$ cat src/rtl/syn_clk_div_gen.sv
// rtl/syn_clk_div_gen.sv - WM8731 MCLK/BCLK/LRCLK generator with frame-aligned profile switching
`timescale 1ns/1ps
module syn_clk_div_gen #(
    parameter int P_LB_DATA_W    = 16,
    parameter int P_LB_ADDR_W    = 8,
    parameter int P_NUM_PROFILES = 4,
    parameter int P_DIV_W        = 8,
    parameter int P_LR_BITS      = 32
) (
    input  logic                   clk_ir,
    input  logic                   rst_sync_l,
    input  logic                   lb_wr_en,
    input  logic                   lb_rd_en,
    input  logic [P_LB_ADDR_W-1:0] lb_addr,
    input  logic [P_LB_DATA_W-1:0] lb_wr_data,
    output logic                   lb_wr_valid,
    output logic                   lb_rd_valid,
    output logic [P_LB_DATA_W-1:0] lb_rd_data,
    output logic                   mclk_o,
    output logic                   bclk_o,
    output logic                   lrclk_o,
    output logic                   running_o
);

    localparam int P_SEL_W = (P_NUM_PROFILES > 1) ? $clog2(P_NUM_PROFILES) : 1;
    localparam int LR_CW   = (P_LR_BITS > 1) ? $clog2(P_LR_BITS) : 1;

    localparam logic [P_LB_ADDR_W-1:0] A_CTRL     = P_LB_ADDR_W'(8'h00);
    localparam logic [P_LB_ADDR_W-1:0] A_DIV_BASE = P_LB_ADDR_W'(8'h10);
    localparam logic [P_LB_ADDR_W-1:0] A_BDIV     = P_LB_ADDR_W'(8'h20);
    localparam logic [P_LB_ADDR_W-1:0] A_STATUS   = P_LB_ADDR_W'(8'h21);
    localparam logic [P_DIV_W-1:0]     DIV_ONE    = P_DIV_W'(1);
    localparam logic [LR_CW-1:0]       LR_LAST    = LR_CW'(P_LR_BITS - 1);

    typedef enum logic [1:0] {
        S_IDLE  = 2'd0,
        S_RUN   = 2'd1,
        S_DRAIN = 2'd2
    } state_e;

    state_e                 state_q, state_d;
    logic                   pending_q, pending_d;
    logic                   ctrl_en_q, ctrl_en_d;
    logic [P_SEL_W-1:0]     ctrl_sel_q, ctrl_sel_d;
    logic [P_DIV_W-1:0]     div_q [P_NUM_PROFILES];
    logic [P_DIV_W-1:0]     div_d [P_NUM_PROFILES];
    logic [P_DIV_W-1:0]     bdiv_q, bdiv_d;

    logic [P_SEL_W-1:0]     act_sel_q, act_sel_d;
    logic [P_DIV_W-1:0]     act_div_q, act_div_d;
    logic [P_DIV_W-1:0]     act_bdiv_q, act_bdiv_d;

    logic [P_DIV_W-1:0]     mclk_cnt_q, mclk_cnt_d;
    logic [P_DIV_W-1:0]     bclk_cnt_q, bclk_cnt_d;
    logic [LR_CW-1:0]       lr_cnt_q, lr_cnt_d;
    logic                   mclk_q, mclk_d;
    logic                   bclk_q, bclk_d;
    logic                   lrclk_q, lrclk_d;

    logic                   wr_valid_q, rd_valid_q;
    logic [P_LB_DATA_W-1:0] rd_data_q, rd_data_d;

    logic                      wr_ctrl, wr_bdiv, wr_act_div, cfg_wr;
    logic [P_NUM_PROFILES-1:0] wr_div;
    logic [P_DIV_W-1:0]        sel_div_q, sel_div_d;
    logic                      mclk_tc, mclk_fall, bclk_tc, bclk_tog, bclk_fall, lr_tog;
    logic                      active, boundary;
    logic                      unused_wr_bits;

    function automatic logic [P_DIV_W-1:0] nz_div(input logic [P_DIV_W-1:0] v);
        return (v == '0) ? DIV_ONE : v;
    endfunction

    assign unused_wr_bits = ^lb_wr_data;

    // Bus decode; only writes that touch the live configuration count as cfg_wr.
    always_comb begin
        wr_ctrl    = lb_wr_en && (lb_addr == A_CTRL);
        wr_bdiv    = lb_wr_en && (lb_addr == A_BDIV);
        wr_act_div = 1'b0;
        for (int i = 0; i < P_NUM_PROFILES; i++) begin
            wr_div[i] = lb_wr_en && (lb_addr == A_DIV_BASE + P_LB_ADDR_W'(i));
            if (wr_div[i] && (act_sel_q == P_SEL_W'(i))) begin
                wr_act_div = 1'b1;
            end
        end
        cfg_wr = wr_ctrl || wr_bdiv || wr_act_div;
    end

    always_comb begin
        ctrl_en_d  = ctrl_en_q;
        ctrl_sel_d = ctrl_sel_q;
        bdiv_d     = bdiv_q;
        for (int i = 0; i < P_NUM_PROFILES; i++) begin
            div_d[i] = wr_div[i] ? lb_wr_data[P_DIV_W-1:0] : div_q[i];
        end
        if (wr_ctrl) begin
            ctrl_en_d  = lb_wr_data[15];
            ctrl_sel_d = lb_wr_data[P_SEL_W-1:0];
        end
        if (wr_bdiv) begin
            bdiv_d = lb_wr_data[P_DIV_W-1:0];
        end
    end

    // An out-of-range select falls back to divide-by-one.
    always_comb begin
        sel_div_q = DIV_ONE;
        sel_div_d = DIV_ONE;
        for (int i = 0; i < P_NUM_PROFILES; i++) begin
            if (ctrl_sel_q == P_SEL_W'(i)) sel_div_q = div_q[i];
            if (ctrl_sel_d == P_SEL_W'(i)) sel_div_d = div_d[i];
        end
    end

    always_comb begin
        active    = (state_q != S_IDLE);
        mclk_tc   = (mclk_cnt_q == act_div_q - DIV_ONE);
        mclk_fall = mclk_tc && mclk_q;
        bclk_tc   = (bclk_cnt_q == act_bdiv_q - DIV_ONE);
        bclk_tog  = mclk_fall && bclk_tc;
        bclk_fall = bclk_tog && bclk_q;
        lr_tog    = bclk_fall && (lr_cnt_q == LR_LAST);
        boundary  = active && lr_tog && lrclk_q;
    end

    // At the boundary every clock is high and about to fall, so clearing is glitch-free.
    always_comb begin
        mclk_cnt_d = '0;
        bclk_cnt_d = '0;
        lr_cnt_d   = '0;
        mclk_d     = 1'b0;
        bclk_d     = 1'b0;
        lrclk_d    = 1'b0;
        if (active && !boundary) begin
            mclk_cnt_d = mclk_tc ? '0 : mclk_cnt_q + DIV_ONE;
            mclk_d     = mclk_q ^ mclk_tc;
            bclk_cnt_d = bclk_cnt_q;
            if (mclk_fall) begin
                bclk_cnt_d = bclk_tc ? '0 : bclk_cnt_q + DIV_ONE;
            end
            bclk_d   = bclk_q ^ bclk_tog;
            lr_cnt_d = lr_cnt_q;
            if (bclk_fall) begin
                lr_cnt_d = (lr_cnt_q == LR_LAST) ? '0 : lr_cnt_q + LR_CW'(1);
            end
            lrclk_d = lrclk_q ^ lr_tog;
        end
    end

    always_comb begin
        state_d    = state_q;
        pending_d  = pending_q;
        act_sel_d  = act_sel_q;
        act_div_d  = act_div_q;
        act_bdiv_d = act_bdiv_q;
        case (state_q)
            S_IDLE: begin
                pending_d = 1'b0;
                if (ctrl_en_q) begin
                    state_d    = S_RUN;
                    act_sel_d  = ctrl_sel_d;
                    act_div_d  = nz_div(sel_div_d);
                    act_bdiv_d = nz_div(bdiv_d);
                end
            end
            S_RUN, S_DRAIN: begin
                if (boundary) begin
                    // Reload from pre-write values; a coincident write waits for the next frame.
                    act_sel_d  = ctrl_sel_q;
                    act_div_d  = nz_div(sel_div_q);
                    act_bdiv_d = nz_div(bdiv_q);
                    if ((state_q == S_DRAIN) && !ctrl_en_q) begin
                        state_d   = S_IDLE;
                        pending_d = 1'b0;
                    end else begin
                        state_d   = cfg_wr ? S_DRAIN : S_RUN;
                        pending_d = cfg_wr;
                    end
                end else if (cfg_wr) begin
                    state_d   = S_DRAIN;
                    pending_d = 1'b1;
                end
            end
            default: begin
                state_d   = S_IDLE;
                pending_d = 1'b0;
            end
        endcase
    end

    always_comb begin
        rd_data_d = P_LB_DATA_W'(16'hdead);
        if (lb_addr == A_CTRL) begin
            rd_data_d              = '0;
            rd_data_d[15]          = ctrl_en_q;
            rd_data_d[P_SEL_W-1:0] = ctrl_sel_q;
        end else if (lb_addr == A_BDIV) begin
            rd_data_d              = '0;
            rd_data_d[P_DIV_W-1:0] = bdiv_q;
        end else if (lb_addr == A_STATUS) begin
            rd_data_d    = '0;
            rd_data_d[0] = pending_q;
            rd_data_d[1] = active;
        end else begin
            for (int i = 0; i < P_NUM_PROFILES; i++) begin
                if (lb_addr == A_DIV_BASE + P_LB_ADDR_W'(i)) begin
                    rd_data_d              = '0;
                    rd_data_d[P_DIV_W-1:0] = div_q[i];
                end
            end
        end
    end

    always_ff @(posedge clk_ir or negedge rst_sync_l) begin
        if (!rst_sync_l) begin
            state_q    <= S_IDLE;
            pending_q  <= 1'b0;
            ctrl_en_q  <= 1'b0;
            ctrl_sel_q <= '0;
            for (int i = 0; i < P_NUM_PROFILES; i++) begin
                div_q[i] <= DIV_ONE;
            end
            bdiv_q     <= DIV_ONE;
            act_sel_q  <= '0;
            act_div_q  <= DIV_ONE;
            act_bdiv_q <= DIV_ONE;
            mclk_cnt_q <= '0;
            bclk_cnt_q <= '0;
            lr_cnt_q   <= '0;
            mclk_q     <= 1'b0;
            bclk_q     <= 1'b0;
            lrclk_q    <= 1'b0;
            wr_valid_q <= 1'b0;
            rd_valid_q <= 1'b0;
            rd_data_q  <= '0;
        end else begin
            state_q    <= state_d;
            pending_q  <= pending_d;
            ctrl_en_q  <= ctrl_en_d;
            ctrl_sel_q <= ctrl_sel_d;
            for (int i = 0; i < P_NUM_PROFILES; i++) begin
                div_q[i] <= div_d[i];
            end
            bdiv_q     <= bdiv_d;
            act_sel_q  <= act_sel_d;
            act_div_q  <= act_div_d;
            act_bdiv_q <= act_bdiv_d;
            mclk_cnt_q <= mclk_cnt_d;
            bclk_cnt_q <= bclk_cnt_d;
            lr_cnt_q   <= lr_cnt_d;
            mclk_q     <= mclk_d;
            bclk_q     <= bclk_d;
            lrclk_q    <= lrclk_d;
            wr_valid_q <= lb_wr_en;
            rd_valid_q <= lb_rd_en;
            rd_data_q  <= rd_data_d;
        end
    end

    assign lb_wr_valid = wr_valid_q;
    assign lb_rd_valid = rd_valid_q;
    assign lb_rd_data  = rd_data_q;
    assign mclk_o      = mclk_q;
    assign bclk_o      = bclk_q;
    assign lrclk_o     = lrclk_q;
    assign running_o   = (state_q != S_IDLE);

endmodule

$ cat config.mk
export PLATFORM = sky130hd
export DESIGN_NAME = syn_clk_div_gen
export DESIGN_NICKNAME = d
export VERILOG_FILES = /design/src/rtl/syn_clk_div_gen.sv
export SDC_FILE = /design/constraint.sdc
export NUM_CORES = 1
export LEC_CHECK = 0
export ABC_AREA = 1
export CAP_MARGIN = 20
export CELL_PAD_IN_SITES_DETAIL_PLACEMENT = 1
export CELL_PAD_IN_SITES_GLOBAL_PLACEMENT = 2
export CORE_MARGIN = 3
export CORE_UTILIZATION = 35
export DETAILED_ROUTE_END_ITERATION = 16
export MAX_ROUTING_LAYER = met4
export PLACE_DENSITY_LB_ADDON = 0.1
export SYNTH_ARGS = -nofsm -noshare
export SYNTH_HDL_FRONTEND = slang
export SYNTH_SLANG_ARGS = --single-unit
$ cat constraint.sdc
create_clock -name clk_ir -period 3.9 [get_ports clk_ir]
set_input_delay 0.39 -clock clk_ir [delete_from_list [all_inputs] [get_ports clk_ir]]
set_output_delay 0.39 -clock clk_ir [all_outputs]
set_load 0.005 [all_outputs]
* Word-level counts from Yosys, hierarchy flattened
Index checks and enable logic that the tools add are counted.
** Storage, ports and cells
- Register bits :: 106
- Latch bits :: 0
- Memory bits (writable) :: 0
- ROM bits :: 0
- Input port bits :: 28
- Output and inout bits :: 22
- Memories kept :: 0
** Cells by class
- Add/sub/neg operators :: 5
- Multipliers :: 0
- Divide/modulo/power cells :: 0
- Magnitude comparators :: 0
- Eq/ne operators :: 25
- Shifts and indexed selects :: 0
- Multiplexer cells :: 59
- Bitwise logic cells :: 3
- Reduce and logical (&&, ||, !) cells :: 36
** Operator list (number)
- $mux W8 :: 26
- $mux W16 :: 7
- $logic_not A8 Y1 :: 5
- $eq A8 B5 Y1 const B :: 4
- $pmux W8 S2 :: 2
- $logic_and A1 B1 Y1 :: 18
- $add A8 B1 Y8 const B :: 2
- $eq A8 B6 Y1 const B :: 2
- $eq A8 B8 Y1 :: 2
- $mux W2 :: 8
- $sub A8 B1 Y8 const B :: 2
- $mux W5 :: 3
- $eq A2 B2 Y1 const B :: 7
- $mux W1 :: 11
- $eq A2 B1 Y1 const B :: 4
- $logic_not A2 Y1 :: 4
- $ne A2 B2 Y1 const B :: 4
- $pmux W2 S2 :: 2
- $add A5 B1 Y5 const B :: 1
- $eq A5 B5 Y1 const B :: 1
- $reduce_bool A2 Y1 :: 2
- $ne A3 B3 Y1 const B :: 1
- $reduce_and A3 Y1 :: 1
- $xor A1 B1 Y1 :: 3
- 4 further kinds :: 6

* Logic depth before layout (Yosys ltp)
- Word-level depth :: 12
- Mapped depth :: 22
- Depth with buffers taken out :: 22

* Least setup slack after synthesis
No wires, ideal clock.
- Path type :: register to register
- From :: register act_div_q[0]
- To :: register act_div_q[5]
- Data arrival time :: 3.208 ns
- Slack :: 0.554 ns
- Cell stages (with the launch flop) :: 20
- Cell sequence :: dfstp_2 inv_1 ha_1 xnor2_1 nor4_1 nor3b_1 nand4_1 nor2_1 ha_1 inv_1 nor2_1 ha_1 nand2_1 nor2_1 inv_1 nor2_1 o21ai_0 inv_1 clkbuf_1 a31oi_1
** Between the ends
- Longest elaborated chain between the ends :: 10
** RTL lines
- from (decl) :: line 50 : logic [P_DIV_W-1:0] act_div_q, act_div_d;
- from (signal assigned) :: line 247 : act_div_q <= act_div_d;
- $sub A8 B1 Y8 :: line 118 : mclk_tc = (mclk_cnt_q == act_div_q - DIV_ONE);
- $eq A8 B8 Y1 :: line 118
- $logic_and A1 B1 Y1 :: line 119 : mclk_fall = mclk_tc && mclk_q;
- $logic_and A1 B1 Y1 :: line 121 : bclk_tog = mclk_fall && bclk_tc;
- $logic_and A1 B1 Y1 :: line 122 : bclk_fall = bclk_tog && bclk_q;
- $logic_and A1 B1 Y1 :: line 123 : lr_tog = bclk_fall && (lr_cnt_q == LR_LAST);
- $logic_and A1 B1 Y1 (2 in a row) :: line 124 : boundary = active && lr_tog && lrclk_q;
- $ne A2 B2 Y1 (no line)
- $reduce_and A3 Y1 (no line)
No other way between the ends.
A chain may end at the register's enable or synchronous reset.

* Final worst setup path
- From :: register act_div_q[0]
- To :: register act_div_q[7]
Same word-level chain as after synthesis.

==> impl_metrics.ini <==
[place]
portBuffers = 40
dpl_worst_slack_ns = 0.0730
dp_hpwl_um = 14300
gp_congestion = 0.850
placed_area_um2 = 6580

[sta]
slew_headroom_pct = 55.6
setup-tns-final_ns = 0
worst_pin_slew_ns = 0.666
rsz0062_at_grt = no
max_clock_freq_mhz = 283
slew_viol_final = 0
period_minus_slack_ns = 3.53
setup_slack_ns = 0.371
fin_crit_sh_pct = 90.5
hold_violations = 0
setup_violations = 0
clock_skew_ns = 0.00752

[cells_and_area]
fin_nets = 843
area_growth_pct = 15.6
nFillCells = 2023
design_area_um2 = 6970
drive_above_1_share_pct = 11.9
multi_input_area_um2 = 2950
antenna_cells = 0
seqCellArea_um2 = 2510

[synth]
synth_edf_count = 0
ys_top_cells_by_area = dfrtp_1 39%, nand2_1 8.9%, inv_1 5.9%
syn_area_um2 = 6030
syn_area_per_cell_um2 = 7.88
ys_async_sr_fraction_pct = 100
synth_warnings = 0
synth_top_flop_cell = dfrtp_1
yosys.area.top_type = dfrtp_1
yosysTopAreaCellShare_pct = 38.6
synth-seq-cells = 100
yosysUniqueCellTypes = 44
netlist_instances = 765
synth_seq_area_share_pct = 41.7

[critical_path]
cpMostUsedCell = inv_1
worstPathCellList = inv_1 -> ha_1 -> xnor2_1 -> nor4_2 -> nor3b_2 -> nand4_1 -> nor2_2 -> ha_2 -> inv_1 -> nor2_1 -> ha_2 -> nand2_1 -> nor2_2 -> inv_1 -> nor2_1 -> o21ai_0 -> inv_2 -> buf_12 -> o21ai_0 -> o22a_1
critPathLaunchType = register
cpPeakStageDelay_ns = 0.53
startpoint = act_div_q[0]
crit_fanout = 12
critPathCaptureType = register
critPathKind = register to register
cp_data_required_time_ns = 4.14
crit-reg2reg-launch = act_div_q[0]
cpMaxStageDelayCell = dfstp_2
worstPathArrival_ns = 3.77

[die]
initial_core_util_pct = 36.1
num_rows = 47
die_width_um = 137
die_y_um = 137
core_area_um2 = 16700
dieArea_um2 = 18800
io_pins = 50

[job]
maxCapViolCount = 0

[grt]
antenna_found_initial = 0
grt_pass1_wl_um = 31500
grt_usage_pct = 22.5
grt_pass1_vias = 5787
grt-ovfl-total = 0
grt_max_degree = 80

[detailed_routing]
vias = 5270
antenna_left = 0
drtIter0Drc = 206
via_per_inst = 5.12
avgRoutedWirePerCell_um = 18.7
drc = 0
first_pass_iters = 4
wl_um = 19300

[clocking]
numCtsBuffers = 9
cts_buffer_depth = 2
cts.htree.levels = 3
clk_pin_slew_ns = 0.07
cts-root-buf = clkbuf_16
clk_latency_ns = 0.36
clock-sinks = 100
cts_tree = yes
postCtsHoldBufs = 0

[power]
ir_drop_mv = 0.231
p_per_area_nw_per_um2 = 576
leakagePower_uw = 0.00317

[worst_hold_path]
hold_class = input pin to async pin

[outcome]
outcome = completed
[synth_stat cells, types with 2 or more instances]
library cell    n
nor3_1         13
nand2_4         4
nor2_2          7
xor2_1         21
xnor2_1        13
a221oi_1        3
o21ai_1        23
o21ai_0        41
a21oi_1        37
clkbuf_1        6
nand4_1        10
buf_2           4
a211oi_1        5
o22ai_1        17
nand2_1       143
nand3_2        13
dfrtp_1        93
buf_4           8
nand3_1        51
o221ai_1        4
inv_2           4
nor2_4          6
inv_1          95
buf_6           9
nor2_1         79
dfstp_2         7
nand3_4         3
or2_1           2
nand2_2        12
nor4_1          6
ha_1           11
nand3b_1        3
[layer usage]
metal	GRT usage (%)	part of all wire (%)
met1	27.9	45
met4	7.82	2.4
met2	37.0	49
met3	3.98	3.6
met5	-	0
[layout make-up]
type / instances / share of cell area (%)
clock buffer: 12 / 3.68
clock inverter: 4 / 0.700
inverter: 99 / 5.33
multi-input combinational: 539 / 42.3
sequential: 100 / 36.0
tap: 220 / 3.95
timing repair buffer: 55 / 7.94
[through the flow]
stage	util (%)	std cells	total power, µW	hold slack [ns]
4_1_cts	41.2	1025	3950	0.271
6_report	41.7	1029	4020	0.0157
3_3_place_gp	39.4	1009	2910	0.479
2_1_floorplan	-	766	2460	0.0944
5_1_grt	41.7	1029	4360	0.0329
3_5_place_dp	39.4	1009	2970	0.483
[worst paths after layout]
check	to	slack [ns]	cells after the start
max reg2reg	act_div_q[7]	0.37	20
max in group asynchronous	div_q[8]	2.82	3
min in group clk_ir	lb_rd_valid	0.47	1
max	act_div_q[7]	0.37	20
min	lr_cnt_q[0]	0.02	1
min reg2reg	div_q[14]	0.51	2
[layout by cell type, fill, tap and decap left out, types with 7 or more instances in the layout]
cell type / count
inv_1: 93
nor2_2: 9
nand3_2: 13
o22ai_1: 17
clkdlybuf4s50_1: 39
nand3_1: 51
o21ai_0: 41
xnor2_1: 13
dfstp_2: 7
nand4_1: 10
ha_1: 9
dfrtp_1: 93
buf_4: 13
o21ai_1: 23
xor2_1: 21
nand2_2: 12
nand2_1: 143
clkbuf_16: 10
nor2_1: 77
nor3_1: 13
a21oi_1: 37
[worst max-delay path: cells and delay by family, from the launching register on]
family                   cells  cell delay (ns)
AND/OR/NAND/NOR              8             1.23
adder cells (fa/ha/maj)      3             0.70
XOR/XNOR                     1             0.14
flip-flops                   1             0.53
AO/OA/AOI/OAI                3             0.42
buffers and inverters        5             0.42
[cell families (layout without fill, tap and decap cells)]
logic type	Yosys count	count (layout)	synth area share [%]
other	1	2	0.0622
and+or+nand+nor	356	356	28.7
DFF	100	100	41.7
adders and majority gates	11	11	2.28
buffers and inverters	127	170	9.80
xor gates and xnor gates	34	34	4.94
AOI/OAI and AO/OA	136	136	12.6
[sequential cells by signal, summed over array words and instances, names as in the netlist, 2 cells and up]
register	flops
lr_cnt_q	5
state_q	2
lb_rd_data	10
act_sel_q	2
div_q	32
bdiv_q	8
ctrl_sel_q	2
act_div_q	8
act_bdiv_q	8
mclk_cnt_q	8
bclk_cnt_q	8
[where the power goes]
| group | switching, µW | leakage [µW] | internal (µW) |
|---|---|---|---|
| clock network | 416 | 0.000153 | 533 |
| logic | 1040 | 0.00176 | 697 |
| registers | 127 | 0.00126 | 1200 |
| total | 1580 | 0.00317 | 2430 |
[what timing repair did]
action                                  CTS  global route
buffers inserted                          0             2
endpoints found under the setup margin    0            39
resized for setup                         0             8
Note: power is estimated with default switching activity, not from simulation.
